<file path="config.mk">
export PLATFORM = sky130hd
export DESIGN_NAME = ring_mem_requester
export DESIGN_NICKNAME = d
export VERILOG_FILES = /design/src/rtl/ring_mem_requester.sv
export SDC_FILE = /design/constraint.sdc
export NUM_CORES = 1
export LEC_CHECK = 0
export BUFFER_PORTS_ARGS = -buffer_cell sky130_fd_sc_hd__buf_4
export CORE_ASPECT_RATIO = 0.8
export CORE_MARGIN = 2
export CORE_UTILIZATION = 52
export DETAILED_ROUTE_END_ITERATION = 10
export GPL_TIMING_DRIVEN = 0
export PLACE_DENSITY = 0.72
export SYNTH_ARGS = -nofsm -noshare
export SYNTH_HDL_FRONTEND = slang
export SYNTH_SLANG_ARGS = --single-unit
</file>
<file path="constraint.sdc">
create_clock -name clock -period 6.8 [get_ports clock]
set_input_delay 0.68 -clock clock [delete_from_list [all_inputs] [get_ports clock]]
set_output_delay 0.68 -clock clock [all_outputs]
set_load 0.01 [all_outputs]
</file>
<file path="src/rtl/ring_mem_requester.sv">
// Core-side ring endpoint: queues client read/write requests, injects them while holding the Token,
// and reassembles 128-bit read lines from the RDreturn/RDdest path.
module ring_mem_requester #(
  parameter logic [3:0] NODE_ID   = 4'd1,
  parameter int         REQ_DEPTH = 4,
  parameter int         MAX_BURST = 2,
  parameter int         MAX_RD    = 4
) (
  input  logic         clock,
  input  logic         reset,
  input  logic [31:0]  RingIn,
  input  logic [3:0]   SlotTypeIn,
  input  logic [3:0]   SourceIn,
  output logic [31:0]  RingOut,
  output logic [3:0]   SlotTypeOut,
  output logic [3:0]   SourceOut,
  input  logic [31:0]  RDreturn,
  input  logic [3:0]   RDdest,
  input  logic         reqValid,
  input  logic         reqWrite,
  input  logic [25:0]  reqAddr,
  input  logic [127:0] reqData,
  output logic         reqReady,
  output logic         rdValid,
  output logic [127:0] rdData,
  output logic         protoErr
);

  localparam logic [3:0] SLOT_TOKEN = 4'd1;
  localparam logic [3:0] SLOT_ADDR  = 4'd2;
  localparam logic [3:0] SLOT_WDATA = 4'd3;
  localparam logic [3:0] SLOT_NULL  = 4'd7;

  localparam int AW = $clog2(REQ_DEPTH);
  localparam int BW = $clog2(MAX_BURST + 1);
  localparam int CW = $clog2(2 * MAX_RD + 1);

  typedef enum logic [1:0] {PASS, WDATA, NEXT} state_t;

  state_t         state, state_n;
  logic [BW-1:0]  burst, burst_n;
  logic [1:0]     wc, wc_n;
  logic           pop, issue_rd, hold, inject_addr;

  logic           mem_write [REQ_DEPTH];
  logic [25:0]    mem_addr  [REQ_DEPTH];
  logic [127:0]   mem_data  [REQ_DEPTH];
  logic [AW-1:0]  wr_ptr, rd_ptr;
  logic [AW:0]    cnt;
  logic           empty, full, enq;

  logic [CW-1:0]  rd_out, rd_q;
  logic           credit_ok;

  logic [1:0]     word_cnt;
  logic [95:0]    rd_buf;

  logic           head_write;
  logic [31:0]    head_addr_word, head_word;

  assign empty = (cnt == '0);
  assign full  = (cnt == (AW+1)'(REQ_DEPTH));
  assign head_write     = mem_write[rd_ptr];
  assign head_addr_word = {3'b000, ~head_write, 2'b00, mem_addr[rd_ptr]};
  assign head_word      = mem_data[rd_ptr][{wc, 5'd0} +: 32];

  // Queued reads count against the credit so issue can never overrun MAX_RD.
  assign credit_ok = ((rd_out + rd_q) < CW'(MAX_RD));
  assign reqReady  = (!full || pop) && (reqWrite || credit_ok);
  assign enq       = reqValid && reqReady;

  always_comb begin
    state_n     = state;
    burst_n     = burst;
    wc_n        = wc;
    pop         = 1'b0;
    issue_rd    = 1'b0;
    hold        = 1'b0;
    inject_addr = 1'b0;
    RingOut     = RingIn;
    SlotTypeOut = SlotTypeIn;
    SourceOut   = SourceIn;
    case (state)
      PASS: begin
        if (SlotTypeIn == SLOT_TOKEN && !empty) begin
          inject_addr = 1'b1;
          burst_n     = BW'(1);
        end
      end
      WDATA: begin
        hold        = 1'b1;
        SlotTypeOut = SLOT_WDATA;
        RingOut     = head_word;
        SourceOut   = NODE_ID;
        wc_n        = wc + 2'd1;
        if (wc == 2'd3) begin
          pop     = 1'b1;
          state_n = NEXT;
        end
      end
      NEXT: begin
        hold = 1'b1;
        if (!empty && burst < BW'(MAX_BURST)) begin
          inject_addr = 1'b1;
          burst_n     = burst + BW'(1);
        end else begin
          SlotTypeOut = SLOT_TOKEN;
          RingOut     = '0;
          SourceOut   = '0;
          state_n     = PASS;
        end
      end
      default: state_n = PASS;
    endcase
    if (inject_addr) begin
      SlotTypeOut = SLOT_ADDR;
      RingOut     = head_addr_word;
      SourceOut   = NODE_ID;
      if (head_write) begin
        wc_n    = 2'd0;
        state_n = WDATA;
      end else begin
        pop      = 1'b1;
        issue_rd = 1'b1;
        state_n  = NEXT;
      end
    end
  end

  always_ff @(posedge clock) begin
    if (reset) begin
      state    <= PASS;
      burst    <= '0;
      wc       <= '0;
      wr_ptr   <= '0;
      rd_ptr   <= '0;
      cnt      <= '0;
      rd_out   <= '0;
      rd_q     <= '0;
      protoErr <= 1'b0;
    end else begin
      state  <= state_n;
      burst  <= burst_n;
      wc     <= wc_n;
      cnt    <= cnt + {{AW{1'b0}}, enq} - {{AW{1'b0}}, pop};
      rd_out <= rd_out + {{(CW-1){1'b0}}, issue_rd} - {{(CW-1){1'b0}}, rdValid};
      rd_q   <= rd_q + {{(CW-1){1'b0}}, enq && !reqWrite} - {{(CW-1){1'b0}}, issue_rd};
      if (enq) wr_ptr <= wr_ptr + AW'(1);
      if (pop) rd_ptr <= rd_ptr + AW'(1);
      // Slots arriving while the Token is held are dropped, never forwarded.
      if (hold && SlotTypeIn != SLOT_NULL) protoErr <= 1'b1;
    end
  end

  always_ff @(posedge clock) begin
    if (enq) begin
      mem_write[wr_ptr] <= reqWrite;
      mem_addr[wr_ptr]  <= reqAddr;
      mem_data[wr_ptr]  <= reqData;
    end
  end

  // Words shift in from the top so word0 ends up in rd_buf[31:0] after three arrivals.
  always_ff @(posedge clock) begin
    if (reset) begin
      word_cnt <= '0;
      rd_buf   <= '0;
      rdValid  <= 1'b0;
      rdData   <= '0;
    end else begin
      rdValid <= 1'b0;
      if (RDdest == NODE_ID) begin
        word_cnt <= word_cnt + 2'd1;
        rd_buf   <= {RDreturn, rd_buf[95:32]};
        if (word_cnt == 2'd3) begin
          rdData  <= {RDreturn, rd_buf};
          rdValid <= 1'b1;
        end
      end
    end
  end

endmodule

</file>
==> results.txt <==
The remaining global-route overflow is 0. Relative to the synthesized area, the layout overhead comes to 21.60%. The total core area came out at 62790 um2. The via density per instance is 5.766. The source of the worst register-to-register timing path is state[0]. By startpoint and endpoint, the worst setup path is classified as register to output pin.

CTS built an H-tree with a depth of 3. The number of cells traversed by the worst register-to-register path is 14, and the parity-gate share of the synthesized area counting xor and xnor cells is 0.3172%. The clock tree root driver cell is sky130_fd_sc_hd__clkbuf_16. The standby leakage power was 13.70 nW; the synthesized area was 33130 um2.

After detailed routing, the average wire length per cell comes to 25.25 um. The run gives 0 as the max-slew violation count. The cell repeated most along the worst path was sky130_fd_sc_hd__buf_4. The tools report the buffer depth of the longest clock path as 3. The tools report the final routed DRC violation total as 0. The tools report the number of global-route vias before repair as 20700.

Traced cell by cell, the critical path runs through buf_2, buf_4, buf_4, clkbuf_1, a211oi_1, a21oi_1, a221o_1, buf_4. STA classifies the critical path startpoint as a register. The number of buffers inserted by post-CTS setup repair was 0.

Power spread over the standard cell area amounts to 317.4 nW/um2. Once the floorplan was initialized, standard cells occupied 52.76% of the core. Cells with a size suffix above 1 make up 27.72% of the layout.

Across all register-to-register paths, the minimum setup slack is 3050 ps. Dominant cell type by area after synthesis: sky130_fd_sc_hd__edfxtp_1. The run gives 37550 um2 as the standard cell area after detailed placement.

Pin placement for this block handled 405 I/O pins. The number of nets handed over by synthesis was 2428. Total routing resource utilization after global routing: 27.31%. Of the synthesized area, sequential elements account for 71.36%. The sum of routed wire length over all layers is 90450 um.

Setup repair after global routing left no endpoint under its margin. The tools report the total CTS buffers as 84. The die is 286.2 um wide. The run gives 5 as the first-pass detailed-route iteration total. Counting flops with a built-in enable in the synthesized netlist gives 620.

IR analysis of the VDD net gives a maximum drop of 0.2449 mV. The fraction of registers with async set or reset after synthesis was 0%; the final critical-path share of the clock period was 64.39%. Classification of the worst-slack hold path: input port to register. The instance count along the most critical hold path was 1; the number of antenna-violating nets in the routed design was 0.

The tools report the number of antenna violations at the first check in global routing as 18. The utilization after layout was 64.16%. For hold timing, the worst endpoint is mem_data[1][102].

The pre-CTS worst setup slack is 2834 ps. Synthesis produced a netlist whose cell count is 2170. After routing the design area is 40290 um2. By area, the combinational part of the netlist is dominated by multiplexers. The total count of hold-check failures in the final report is 0. In the layout the commonest cells are 620 x sky130_fd_sc_hd__edfxtp_1, 458 x sky130_fd_sc_hd__nand2_1, 409 x sky130_fd_sc_hd__buf_4, 262 x sky130_fd_sc_hd__a21oi_1, 251 x sky130_fd_sc_hd__dfxtp_1. Beginning of the worst hold path: reqData[102]. Yosys attributes the largest share of cell area to sky130_fd_sc_hd__edfxtp_1 56%, sky130_fd_sc_hd__dfxtp_1 15%, sky130_fd_sc_hd__mux4_2 11%. The worst setup path is captured at an output pin.

The netlist uses 45 different library cells. STA puts the critical path data arrival time at 3700 ps. Between clock sinks in the finished design, the worst skew comes to 21.63 ps. The top-area cell type share of the netlist area was 56.20%. The power consumption was 12.79 mW. Buffers placed on the I/O ports in this run total 403. At the end of routability-driven placement, the weighted congestion stood at 0.9276. For the final standard cell count with taps included and fillers excluded, the log shows 3582. Setup slack closes at 2422 ps. For the tightest slew margin relative to the limit, the log shows 30.15%. The highest achievable clock rate came out at 0.2284 GHz. The logs give 0 ps for the sum of negative setup slack and 2929 for the final layout net count. In this run, post-CTS repair resized a total of 0 instances. The largest single stage delay on the critical path is 720 ps. The max-capacitance violation count was 0. Across all hold checks on the routed design, the worst slack comes to 245.9 ps. The total die area came out at 65760 um2.

The pin count of the biggest net entering global routing is 58, and the die height is 229.8 um. The required time of the critical path came out at 6120 ps. Dividing the synthesized area by the synthesized cell count gives 15.27 um2.

Area fraction in compound gates after synthesis: 6.103%. The library cell used most frequently in the layout, excluding fill and tap cells, is sky130_fd_sc_hd__edfxtp_1. For this design, the sink count on the clock tree is 871. For the estimated wirelength of the detail-placed design, the log shows 64960 um. Setup violations remaining at the end of the flow were counted as 0. The endpoint of the worst-slack reg-to-reg timing path was rd_q[2].

For the number of buffers inserted by hold repair at cts, the log shows 0. TritonCTS built the clock tree. The prevailing post-synth register cell is sky130_fd_sc_hd__edfxtp_1.

The first global-routing pass estimated 132000 um of wire. After clock tree synthesis, the clock-pin slew on the worst setup and hold paths is 60 ps. Counting tap cells, the placed design contains a total of 3425 instances.

The adder-cell share of the synthesized area works out to 0.9744%. The mux contribution to synthesized area is 11.92%. Number of placement rows: 82. For the worst-skew pair, the clock arrives at the later sink with an insertion delay of 640 ps.

The final route contains 20650 vias. Along the worst path, the maximum fanout reaches 10. The slowest stage of the critical path is the sky130_fd_sc_hd__clkbuf_1 cell. For the finished layout, the period the worst path requires is 4378 ps.

The basic-gate share of the synthesized area counting and, or, nand and nor cells works out to 7.070%. At the pin with the least slew margin, the transition time is 1048 ps. The initial detailed-routing violation count came out at 2136. The tools report the warning count from the yosys run as 0. The flow ran to the end, and the final reports show no timing, DRC or antenna violations. Synthesis inferred 871 register bits.
[cells by family (layout without fill, tap and decap cells)]
| group | count (synthesis) | after routing |
|---|---|---|
| DFF | 871 | 871 |
| and+or+nand+nor | 564 | 564 |
| AOI/OAI and AO/OA | 340 | 340 |
| muxes | 194 | 194 |
| buffers and inverters | 165 | 733 |
| adders and majority gates | 24 | 24 |
| xor gates and xnor gates | 12 | 12 |
| other | 0 | 4 |
[critical path: cells and delay by family, from the launching register on]
family | cells | cell delay (ps)
buf+inv | 5 | 1820
compound gates | 3 | 840
flops | 1 | 380
[Yosys cell counts, types with 2 or more instances]
master / number
sky130_fd_sc_hd__edfxtp_1: 620
sky130_fd_sc_hd__nand2_1: 458
sky130_fd_sc_hd__a21oi_1: 262
sky130_fd_sc_hd__dfxtp_1: 251
sky130_fd_sc_hd__mux4_2: 160
sky130_fd_sc_hd__clkbuf_1: 86
sky130_fd_sc_hd__mux2i_1: 32
sky130_fd_sc_hd__nor2b_1: 32
sky130_fd_sc_hd__and3_1: 31
sky130_fd_sc_hd__buf_2: 29
sky130_fd_sc_hd__a221o_1: 26
sky130_fd_sc_hd__inv_1: 22
sky130_fd_sc_hd__ha_1: 21
sky130_fd_sc_hd__nor2_1: 20
sky130_fd_sc_hd__a211oi_1: 18
sky130_fd_sc_hd__buf_1: 12
sky130_fd_sc_hd__a211oi_2: 11
sky130_fd_sc_hd__buf_6: 9
sky130_fd_sc_hd__xnor2_1: 9
sky130_fd_sc_hd__o21ai_0: 7
sky130_fd_sc_hd__buf_4: 6
sky130_fd_sc_hd__a32o_1: 5
sky130_fd_sc_hd__and2_1: 5
sky130_fd_sc_hd__nand2b_1: 4
sky130_fd_sc_hd__nand3_1: 4
sky130_fd_sc_hd__a21o_1: 3
sky130_fd_sc_hd__a31oi_1: 3
sky130_fd_sc_hd__fa_1: 3
sky130_fd_sc_hd__xor2_1: 3
sky130_fd_sc_hd__nor3_1: 2
sky130_fd_sc_hd__or3_1: 2
[layer usage]
metal	track usage (%)	share of wire, %
met1	35.75	39
met2	44.88	48
met3	7.698	9.5
met4	7.772	2.8
met5	0	0.19
[how the worst max path moves through the flow]
stage,startpoint,endpoint,slack (ps),depth (start not counted)
2_1_floorplan,SlotTypeIn[1],mem_addr[0][0],780,6
3_3_place_gp,SlotTypeIn[1],mem_data[2][73],-2430,7
3_5_place_dp,SlotTypeIn[1],rd_q[1],2830,12
4_1_cts,register,RingOut[9],2350,7
5_1_grt,register,RingOut[9],2310,7
6_report,register,RingOut[3],2420,8
[final cells by class]
cell class / instances / area [um2]
diodes: 4 / 10.01
plain buffers: 142 / 659.4
clock buffers: 117 / 2351
clock inverters: 36 / 379.1
fillers: 4556 / 22500
inverters: 23 / 86.33
multi-input cells: 1134 / 8752
flip-flops and latches: 871 / 23640
well taps: 840 / 1051
repair buffers: 415 / 3356
[state kept, by name (all words and copies together), names as in the netlist, named ones only]
register	count
wr_ptr	2
rdValid	1
mem_addr	104
rd_ptr	2
protoErr	1
rd_buf	96
word_cnt	2
rd_q	4
wc	2
rd_out	4
burst	2
rdData	128
mem_data	512
state	2
cnt	3
mem_write	4
[where the power goes]
group,leakage [nW],internal [mW],total [mW],switching [mW]
registers,7.69,6.26,6.38,0.123
clock network,1.33,2.68,4.64,1.96
logic,4.68,0.750,1.76,1.01
No activity file was read; power rests on OpenSTA's default activity.
